===== config.mk =====
export PLATFORM = sky130hd
export DESIGN_NAME = div_unit
export DESIGN_NICKNAME = d
export VERILOG_FILES = /design/src/rtl/mips_pkg.sv /design/src/rtl/div_step.sv /design/src/rtl/div_unit.sv
export SDC_FILE = /design/constraint.sdc
export NUM_CORES = 1
export LEC_CHECK = 0
export ABC_AREA = 1
export CAP_MARGIN = 5
export CORE_ASPECT_RATIO = 2
export CORE_MARGIN = 3
export CORE_UTILIZATION = 34
export CTS_CLUSTER_DIAMETER = 60
export DETAILED_ROUTE_END_ITERATION = 16
export SLEW_MARGIN = 40
export SYNTH_ARGS = -nofsm -noshare
export SYNTH_HDL_FRONTEND = slang
export SYNTH_SLANG_ARGS = --single-unit

===== constraint.sdc =====
create_clock -name i_clk -period 13.5 [get_ports i_clk]
set_input_delay 2.7 -clock i_clk [delete_from_list [all_inputs] [get_ports i_clk]]
set_output_delay 2.7 -clock i_clk [all_outputs]
set_load 0.005 [all_outputs]

===== src/rtl/mips_pkg.sv =====
// Shared definitions for the MIPS execute-stage helpers: the divider FSM
// state encoding and the default operand width with its iteration counter width.
package mips_pkg;

  localparam int DIV_LEN   = 32;
  localparam int DIV_CNT_W = $clog2(DIV_LEN + 1);

  typedef enum logic [1:0] {
    ST_IDLE = 2'd0,
    ST_RUN  = 2'd1,
    ST_FIX  = 2'd2
  } div_state_t;

endpackage


===== src/rtl/div_step.sv =====
// One restoring-division iteration: shift the next dividend bit into the
// partial remainder, then trial-subtract the divisor with a single LEN+1-bit
// subtractor whose MSB is the borrow.
module div_step #(
  parameter int LEN = 32
) (
  input  logic [LEN-1:0] rem,
  input  logic           dvd_msb,
  input  logic [LEN-1:0] dvs,
  output logic [LEN-1:0] rem_next,
  output logic           q_bit
);

  logic [LEN-1:0] shifted;
  logic [LEN:0]   diff;

  // The shifted-out top remainder bit is always zero here, since the partial
  // remainder after j iterations is below 2^j; borrow clear means rem >= dvs.
  always_comb begin
    shifted  = {rem[LEN-2:0], dvd_msb};
    diff     = {1'b0, shifted} - {1'b0, dvs};
    q_bit    = ~diff[LEN];
    rem_next = diff[LEN] ? shifted : diff[LEN-1:0];
  end

endmodule


===== src/rtl/div_unit.sv =====
// Multi-cycle DIV/DIVU unit for the EX stage. Operands are converted to
// magnitudes on acceptance, one quotient bit is resolved per clock, and the
// signs are reapplied in a final fix-up cycle that also registers the results.
module div_unit
  import mips_pkg::*;
#(
  parameter int LEN = DIV_LEN
) (
  input  logic           i_clk,
  input  logic           i_reset,
  input  logic           i_start,
  input  logic           i_signed,
  input  logic [LEN-1:0] i_dividend,
  input  logic [LEN-1:0] i_divisor,
  output logic [LEN-1:0] o_quotient,
  output logic [LEN-1:0] o_remainder,
  output logic           o_busy,
  output logic           o_done,
  output logic           o_div_by_zero
);

  localparam int CNT_W = $clog2(LEN + 1);

  div_state_t     state;
  logic [CNT_W-1:0] count;
  logic [LEN-1:0] rem;
  logic [LEN-1:0] dvd;
  logic [LEN-1:0] dvs;
  logic           neg_q;
  logic           neg_r;
  logic           zero_div;
  logic [LEN-1:0] quotient;
  logic [LEN-1:0] remainder;
  logic           busy;
  logic           done;
  logic           div_by_zero;

  logic [LEN-1:0] dividend_abs;
  logic [LEN-1:0] divisor_abs;
  logic [LEN-1:0] rem_next;
  logic           q_bit;

  // Magnitudes of the incoming operands; only negated in signed mode.
  always_comb begin
    dividend_abs = (i_signed && i_dividend[LEN-1]) ? -i_dividend : i_dividend;
    divisor_abs  = (i_signed && i_divisor[LEN-1])  ? -i_divisor  : i_divisor;
  end

  div_step #(
    .LEN(LEN)
  ) u_step (
    .rem      (rem),
    .dvd_msb  (dvd[LEN-1]),
    .dvs      (dvs),
    .rem_next (rem_next),
    .q_bit    (q_bit)
  );

  // Divider FSM: accept in IDLE, iterate LEN times in RUN, then sign-correct
  // and publish in FIX. The dividend register doubles as the quotient
  // accumulator, and on divide-by-zero it keeps the raw dividend for HI.
  always_ff @(posedge i_clk or posedge i_reset) begin
    if (i_reset) begin
      state       <= ST_IDLE;
      count       <= '0;
      rem         <= '0;
      dvd         <= '0;
      dvs         <= '0;
      neg_q       <= 1'b0;
      neg_r       <= 1'b0;
      zero_div    <= 1'b0;
      quotient    <= '0;
      remainder   <= '0;
      busy        <= 1'b0;
      done        <= 1'b0;
      div_by_zero <= 1'b0;
    end else begin
      done <= 1'b0;
      case (state)
        ST_IDLE: begin
          if (i_start) begin
            neg_q    <= i_signed & (i_dividend[LEN-1] ^ i_divisor[LEN-1]);
            neg_r    <= i_signed & i_dividend[LEN-1];
            zero_div <= (i_divisor == '0);
            dvd      <= (i_divisor == '0) ? i_dividend : dividend_abs;
            dvs      <= divisor_abs;
            rem      <= '0;
            count    <= '0;
            busy     <= 1'b1;
            state    <= (i_divisor == '0) ? ST_FIX : ST_RUN;
          end
        end
        ST_RUN: begin
          rem   <= rem_next;
          dvd   <= {dvd[LEN-2:0], q_bit};
          count <= count + CNT_W'(1);
          if (count == CNT_W'(LEN - 1)) begin
            state <= ST_FIX;
          end
        end
        ST_FIX: begin
          if (zero_div) begin
            quotient  <= '1;
            remainder <= dvd;
          end else begin
            quotient  <= neg_q ? -dvd : dvd;
            remainder <= neg_r ? -rem : rem;
          end
          div_by_zero <= zero_div;
          done        <= 1'b1;
          busy        <= 1'b0;
          state       <= ST_IDLE;
        end
        default: begin
          state <= ST_IDLE;
          busy  <= 1'b0;
        end
      endcase
    end
  end

  assign o_quotient    = quotient;
  assign o_remainder   = remainder;
  assign o_busy        = busy;
  assign o_done        = done;
  assign o_div_by_zero = div_by_zero;

endmodule


==> results of run 1 <==
==> layout by cell type, fill, tap and decap left out, types with 2 or more instances in the layout <==
| cell type | netlist | layout |
|---|---|---|
| nor2_1 | 175 | 172 |
| nor3_1 | 21 | 21 |
| clkdlybuf4s50_1 | 0 | 134 |
| o21ai_1 | 8 | 8 |
| nor2_2 | 11 | 12 |
| bufinv_16 | 0 | 2 |
| nor3_2 | 2 | 2 |
| a31oi_1 | 15 | 15 |
| and2_1 | 3 | 3 |
| inv_6 | 0 | 3 |
| a22oi_1 | 22 | 22 |
| or2_2 | 2 | 2 |
| nand3_1 | 261 | 261 |
| inv_1 | 320 | 318 |
| ha_1 | 38 | 38 |
| nand2_4 | 4 | 5 |
| clkinv_4 | 0 | 2 |
| nand2_1 | 698 | 698 |
| clkinv_2 | 0 | 3 |
| buf_4 | 3 | 11 |
| o22ai_1 | 15 | 15 |
| dfrtp_1 | 174 | 174 |
| nand3b_1 | 8 | 8 |
| o211ai_1 | 6 | 6 |
| xnor2_1 | 12 | 12 |
| o32ai_1 | 2 | 2 |
| inv_2 | 15 | 16 |
| o221ai_1 | 2 | 2 |
| xor2_1 | 27 | 27 |
| inv_8 | 0 | 6 |
| a21oi_1 | 68 | 68 |
| clkbuf_16 | 0 | 17 |
| o21bai_1 | 4 | 4 |
| o31ai_1 | 5 | 5 |
| nor2_4 | 3 | 5 |
| nand2_2 | 11 | 10 |
| nor3b_1 | 2 | 2 |
| o21ai_0 | 88 | 88 |
| nand4_1 | 53 | 53 |
==> cell type report <==
| type | instances | area, um2 |
|---|---|---|
| Tap cell | 520 | 650.6 |
| Fill cell | 4201 | 23090 |
| Clock buffer | 18 | 439.2 |
| Multi-Input combinational cell | 1577 | 7635 |
| Sequential cell | 174 | 4354 |
| Timing Repair Buffer | 146 | 1435 |
| Inverter | 338 | 1279 |
| Clock inverter | 14 | 172.7 |
==> routing by layer <==
metal / vias up / GRT usage (%)
li1: 7110 / -
met1: 6656 / 22.98
met2: 371 / 45.91
met3: 152 / 2.324
met4: 0 / 22.49
met5: - / 0
==> cells by family after synthesis <==
group                      share of synthesized area (%)
adders and majority gates                          3.652
DFF                                                32.10
and+or+nand+nor                                    39.85
buffers and inverters                              11.79
xor gates and xnor gates                           2.518
AOI/OAI and AO/OA                                  10.10
==> worst reg2reg max path, stage by stage, from the launching register on <==
cell and delay (ns):
dfrtp_1 0.39, inv_1 0.19, ha_1 0.25, fa_1 0.41, inv_1 0.12, nand3_1 0.07, nand3_1 0.16, nand2_1 0.09
nand2_2 0.12, nand2_2 0.07, nand2_2 0.09, nand2_4 0.16, nand2_4 0.42, nand2_4 0.26, nand2_1 0.13, nand2_1 0.07
nand2_1 0.06
==> per-stage QoR <==
stage / utilization, % / hold slack (ns) / instances
global route: 40.88 / 0.5049 / 2787
finish: 40.88 / 0.4799 / 2787
floorplan: - / 0.4489 / 2163
global placement: 39.28 / 0.4621 / 2755
detailed placement: 39.30 / 0.4651 / 2755
CTS: 40.87 / 0.4840 / 2787
==> sequential cells by signal, summed over array words and instances, names as in the netlist, 2 cells and up <==
register     flops
count            6
dvd             32
dvs             32
o_quotient      32
o_remainder     32
rem             32
state            2
==> worst paths after layout <==
check | from | to | slack (ns) | depth (start not counted)
max in group asynchronous | i_reset | o_remainder[16] | 9.50 | 3
worst max-delay path | i_start | count[3] | 8.50 | 9
worst min register to register | o_remainder[25] | o_remainder[25] | 0.48 | 2
min in group asynchronous | i_reset | o_quotient[5] | 2.74 | 2
worst max register to register | dvd[31] | rem[27] | 10.39 | 16
worst min-delay path | o_remainder[25] | o_remainder[25] | 0.48 | 2
==> Yosys cell counts, types with 21 or more instances <==
| cell type | n | area share [%] |
|---|---|---|
| nand2_1 | 698 | 19 |
| inv_1 | 320 | 8.9 |
| nand3_1 | 261 | 9.6 |
| nor2_1 | 175 | 4.8 |
| dfrtp_1 | 174 | 32 |
| o21ai_0 | 88 | 3.2 |
| a21oi_1 | 68 | 2.5 |
| nand4_1 | 53 | 2.4 |
| clkbuf_1 | 41 | 1.1 |
| ha_1 | 38 | 3.5 |
| xor2_1 | 27 | 1.7 |
| a22oi_1 | 22 | 1.2 |
| nor3_1 | 21 | 0.77 |
==> power breakdown <==
part | switching [mW] | internal [mW] | total [mW]
registers | 0.310 | 0.780 | 1.09
logic | 1.78 | 0.984 | 2.76
clock network | 0.236 | 0.286 | 0.522
total | 2.32 | 2.05 | 4.37
==> results_dict.tcl, run 1 <==
set metrics [dict create \
    status "complete, no violations" \
    seq_area_frac_synth_pct 32.10 \
    synth-async-reset-ratio_pct 100.0 \
    avgSynthCellArea_um2 6.272 \
    final-setup-viol-count 0 \
    syn_to_final_growth_pct 17.69 \
    die_area_mm2 0.04248 \
    cp_common_cell "buf_4" \
    p_total_mw 4.373 \
    period_minus_slack_ns 4.997 \
    hp-class "reg -> reg" \
    peakVddDrop_uv 124.0 \
    top_layer "met4" \
    ys_ff_latch 174 \
    stdcell_area_mm2 0.01597 \
    coreArea_mm2 0.03905 \
    wirelength_met1_mm 17.44 \
    rows 102 \
    io_pins 135 \
    max_stage_delay_ns 0.59 \
    grt_usage_pct 24.47 \
    pre_cts_ws_ns 8.087 \
    finalWirelength_mm 52.60 \
    ctsHoldBuffers 0 \
    hpwlAfterDp_mm 42.11 \
    ant_nets 0 \
    p_leak_nw 8.073 \
    cts_setup_buffers 0 \
    fmax_mhz 200.1 \
    clk_pin_slew_worst_paths_ns 0.07 \
    grt_pass1_wl_mm 79.03 \
    synthFlopType "dfrtp_1" \
    worst_slack_ns 8.503 \
    slew_headroom_pct 46.19 \
    rsz0062_at_grt "false" \
    crit_type "in -> reg" \
    finalCritPeriodShare_pct 37.02 \
    tns_ns 0 \
    critical_path_required_ns 13.86 \
    nets 2361 \
    cts_buffers 17 \
    root_buffer "clkbuf_16" \
    place_area_mm2 0.01535 \
    via_per_inst 5.127 \
    antenna_found_initial 0 \
    drtIter0Drc 821 \
    route.met3.wl_mm 1.364 \
    clkSinkCount 174 \
    yosys_warnings 0 \
    cts_tree "built" \
    synth_edf_count 0 \
    drc_errors 0 \
    path_cells "clkdlybuf4s50_1 > nand2_1 > buf_4 > inv_2 > buf_4 > nor2_4 > buf_4 > inv_1 > o21ai_0" \
    port_buffers 134 \
    ys_types 48 \
    cts.path.max_buffers 2 \
    grt_max_degree 101 \
    end_kind "flip-flop" \
    cap_violations 0 \
    tightestPinTransition_ns 0.8072 \
    gp_congestion 0.9673 \
    startpoint_type "primary input" \
    cts_resized 0 \
    synth_cells 2163 \
    grt_pass1_vias 13951 \
    overflow 0 \
    drv_slew 0 \
    cp_top_family "buffers and inverters" \
    hold_viol 0 \
    netlist_area_mm2 0.01357 \
    cp_num_buf_inv 6 \
    clock_latency_ns 0.46 \
    dr.pass1.iters 5 \
    n_antenna_cell 0 \
    synth_nets 2270 \
    die_width_um 147.2 \
    cp.arrival_ns 5.36 \
    crit_slowest_cell "buf_4" \
    wl_met2_mm 28.17 \
    drive_gt1_share_pct 4.499 \
    crit_fanout 67 \
    h-tree-depth 4 \
    num_vias 14289 \
    post_drt_wl_per_cell_um 18.87 \
    start_util_pct 34.74 \
    dieHeight_um 288.5 \
    finalClockSkew_ns 0.01118 \
    cellPowerDensity_mw_per_mm2 273.9 \
]
No activity file was read; power rests on OpenSTA's default activity.
==> run 2, diff against run 1 <==
clock period = 4 ns   (was 13.5 ns; I/O delays follow)
==> run 2 against run 1 <==
  * Hold slack better by 0.0018 ns
  * Clock skew increased by 0.0024 ns
  * Flip-flop and latch count stayed put
  * Sequential power grew to 3.4 times the previous value
  * Combinational power rose to 3.5 times the previous value
  * Routed wire length up 5.9%
  * Global-route usage rose by 1.5 points
  * Worst setup slack got worse by 7.5 ns
  * Power grew to 3.5 times the previous value
  * Core utilization up 0.61 points
  * Cell count increased by 0.83%
  * Highest routed layer unchanged
==> results_dict.tcl, run 2 (synthesis results as in run 1) <==
set metrics [dict create \
    status "complete, no violations" \
    pre_cts_ws_ns 1.019 \
    tightestPinTransition_ns 0.8014 \
    rows 102 \
    clock_latency_ns 0.46 \
    die_area_mm2 0.04248 \
    final-setup-viol-count 0 \
    startpoint_type "flip-flop" \
    cts_buffers 17 \
    grt_max_degree 47 \
    cp.arrival_ns 3.36 \
    root_buffer "clkbuf_16" \
    clkSinkCount 174 \
    drc_errors 0 \
    cts.path.max_buffers 2 \
    crit_slowest_cell "fa_1" \
    whs_ns 0.4816 \
    slew_headroom_pct 46.57 \
    cts_resized 0 \
    p_total_mw 15.14 \
    hp-class "reg -> reg" \
    num_vias 14522 \
    overflow 0 \
    finalCritPeriodShare_pct 74.21 \
    drive_gt1_share_pct 5.328 \
    p_leak_nw 8.178 \
    syn_to_final_growth_pct 19.44 \
    post_drt_wl_per_cell_um 19.82 \
    ctsHoldBuffers 0 \
    dp_cells 2778 \
    cap_violations 0 \
    critical_path_required_ns 4.40 \
    cellPowerDensity_mw_per_mm2 934.3 \
    h-tree-depth 4 \
    cts_tree "built" \
    peakVddDrop_uv 404.9 \
    drv_slew 0 \
    hpwlAfterDp_mm 45.27 \
    port_buffers 134 \
    coreArea_mm2 0.03905 \
    dr.pass1.iters 9 \
    nets 2384 \
    mostFrequentLayoutCells "nand2_1, inv_1, nand3_1" \
    rsz0062_at_grt "false" \
    fillCellCount 4280 \
    via_per_inst 5.168 \
    drtIter0Drc 1042 \
    ant_nets 0 \
    tns_ns 0 \
    final_common_cell "nand2_1" \
    crit_fanout 33 \
    crit_type "reg -> reg" \
    fmax_mhz 336.9 \
    finalWirelength_mm 55.69 \
    die_width_um 147.2 \
    clk_pin_slew_worst_paths_ns 0.07 \
    n_antenna_cell 0 \
    dieHeight_um 288.5 \
    grt_pass1_wl_mm 83.12 \
    fin_cells 2810 \
    start_util_pct 34.74 \
    path_cells "inv_1 > ha_1 > fa_1 > inv_1 > nand3_1 > nand3_1 > nand2_1 > nand2_2 > nand2_2 > nand2_2 > nand2_4 > nand2_4 > nand2_4 > nand2_1 > nand2_1 > nand2_1" \
    grt_pass1_vias 14296 \
    worst_slack_ns 1.032 \
    cp_common_cell "nand2_1" \
    end_kind "flip-flop" \
    cts_setup_buffers 0 \
    gp_congestion 0.9945 \
    grt_usage_pct 25.99 \
    antenna_found_initial 0 \
    period_minus_slack_ns 2.968 \
    hold_viol 0 \
    finalClockSkew_ns 0.01362 \
    max_stage_delay_ns 0.41 \
    io_pins 135 \
]
-- run 2: cell count changes in the layout (fill, tap and decap cells not counted), sizes merged --
cell,delta
inv,-6
bufinv,+1
buf,+23
clkinv,-2
clkbuf,+4
clkinvlp,+3
-- run 2: path summary, 6_finish.rpt --
check | start | to | slack (ns) | cells after the start
min in group asynchronous | i_reset | o_quotient[20] | 0.73 | 2
worst max register to register | dvd[31] | rem[18] | 1.03 | 16
worst max-delay path | dvd[31] | rem[18] | 1.03 | 16
max in group asynchronous | i_reset | dvs[20] | 2.49 | 4
worst min register to register | o_remainder[23] | o_remainder[23] | 0.48 | 2
worst min-delay path | o_remainder[23] | o_remainder[23] | 0.48 | 2
-- run 2: metal layers --
layer  global-route usage, %  share of wire (%)
met2                   49.75                 54
met1                   22.86                 31
met5                       0                  0
met3                   2.653                3.1
met4                   25.27                 12
-- run 2: area by class of cell --
type / instances / area (um2) / area share (%)
multi-input cells: 1577 / 7630 / 47.09
flip-flops and latches: 174 / 4354 / 26.87
repair buffers: 169 / 1662 / 10.25
inverters: 338 / 1272 / 7.853
well taps: 520 / 650.6 / 4.015
clock buffers: 22 / 484.2 / 2.988
clock inverters: 10 / 150.1 / 0.9266
-- run 2: where the power goes --
part / internal (mW) / switching (mW) / leakage, nW
Combinational: 3.41 / 6.19 / 5.80
Clock: 1.06 / 0.780 / 0.302
Sequential: 2.63 / 1.06 / 2.07
-- run 2: through the flow --
step	area (um2)	utilization, %
2_1_floorplan	13570	-
4_1_cts	16200	41.49
5_1_grt	16200	41.49
3_3_place_gp	15540	39.80
6_report	16200	41.49
3_5_place_dp	15570	39.87
-- run 2: critical path, delay by kind of cell (launching register included) --
family                     cells  cell delay (ns)
DFF                            1             0.38
buffers and inverters          2             0.28
and+or+nand+nor               12             1.59
adders and majority gates      2             0.63
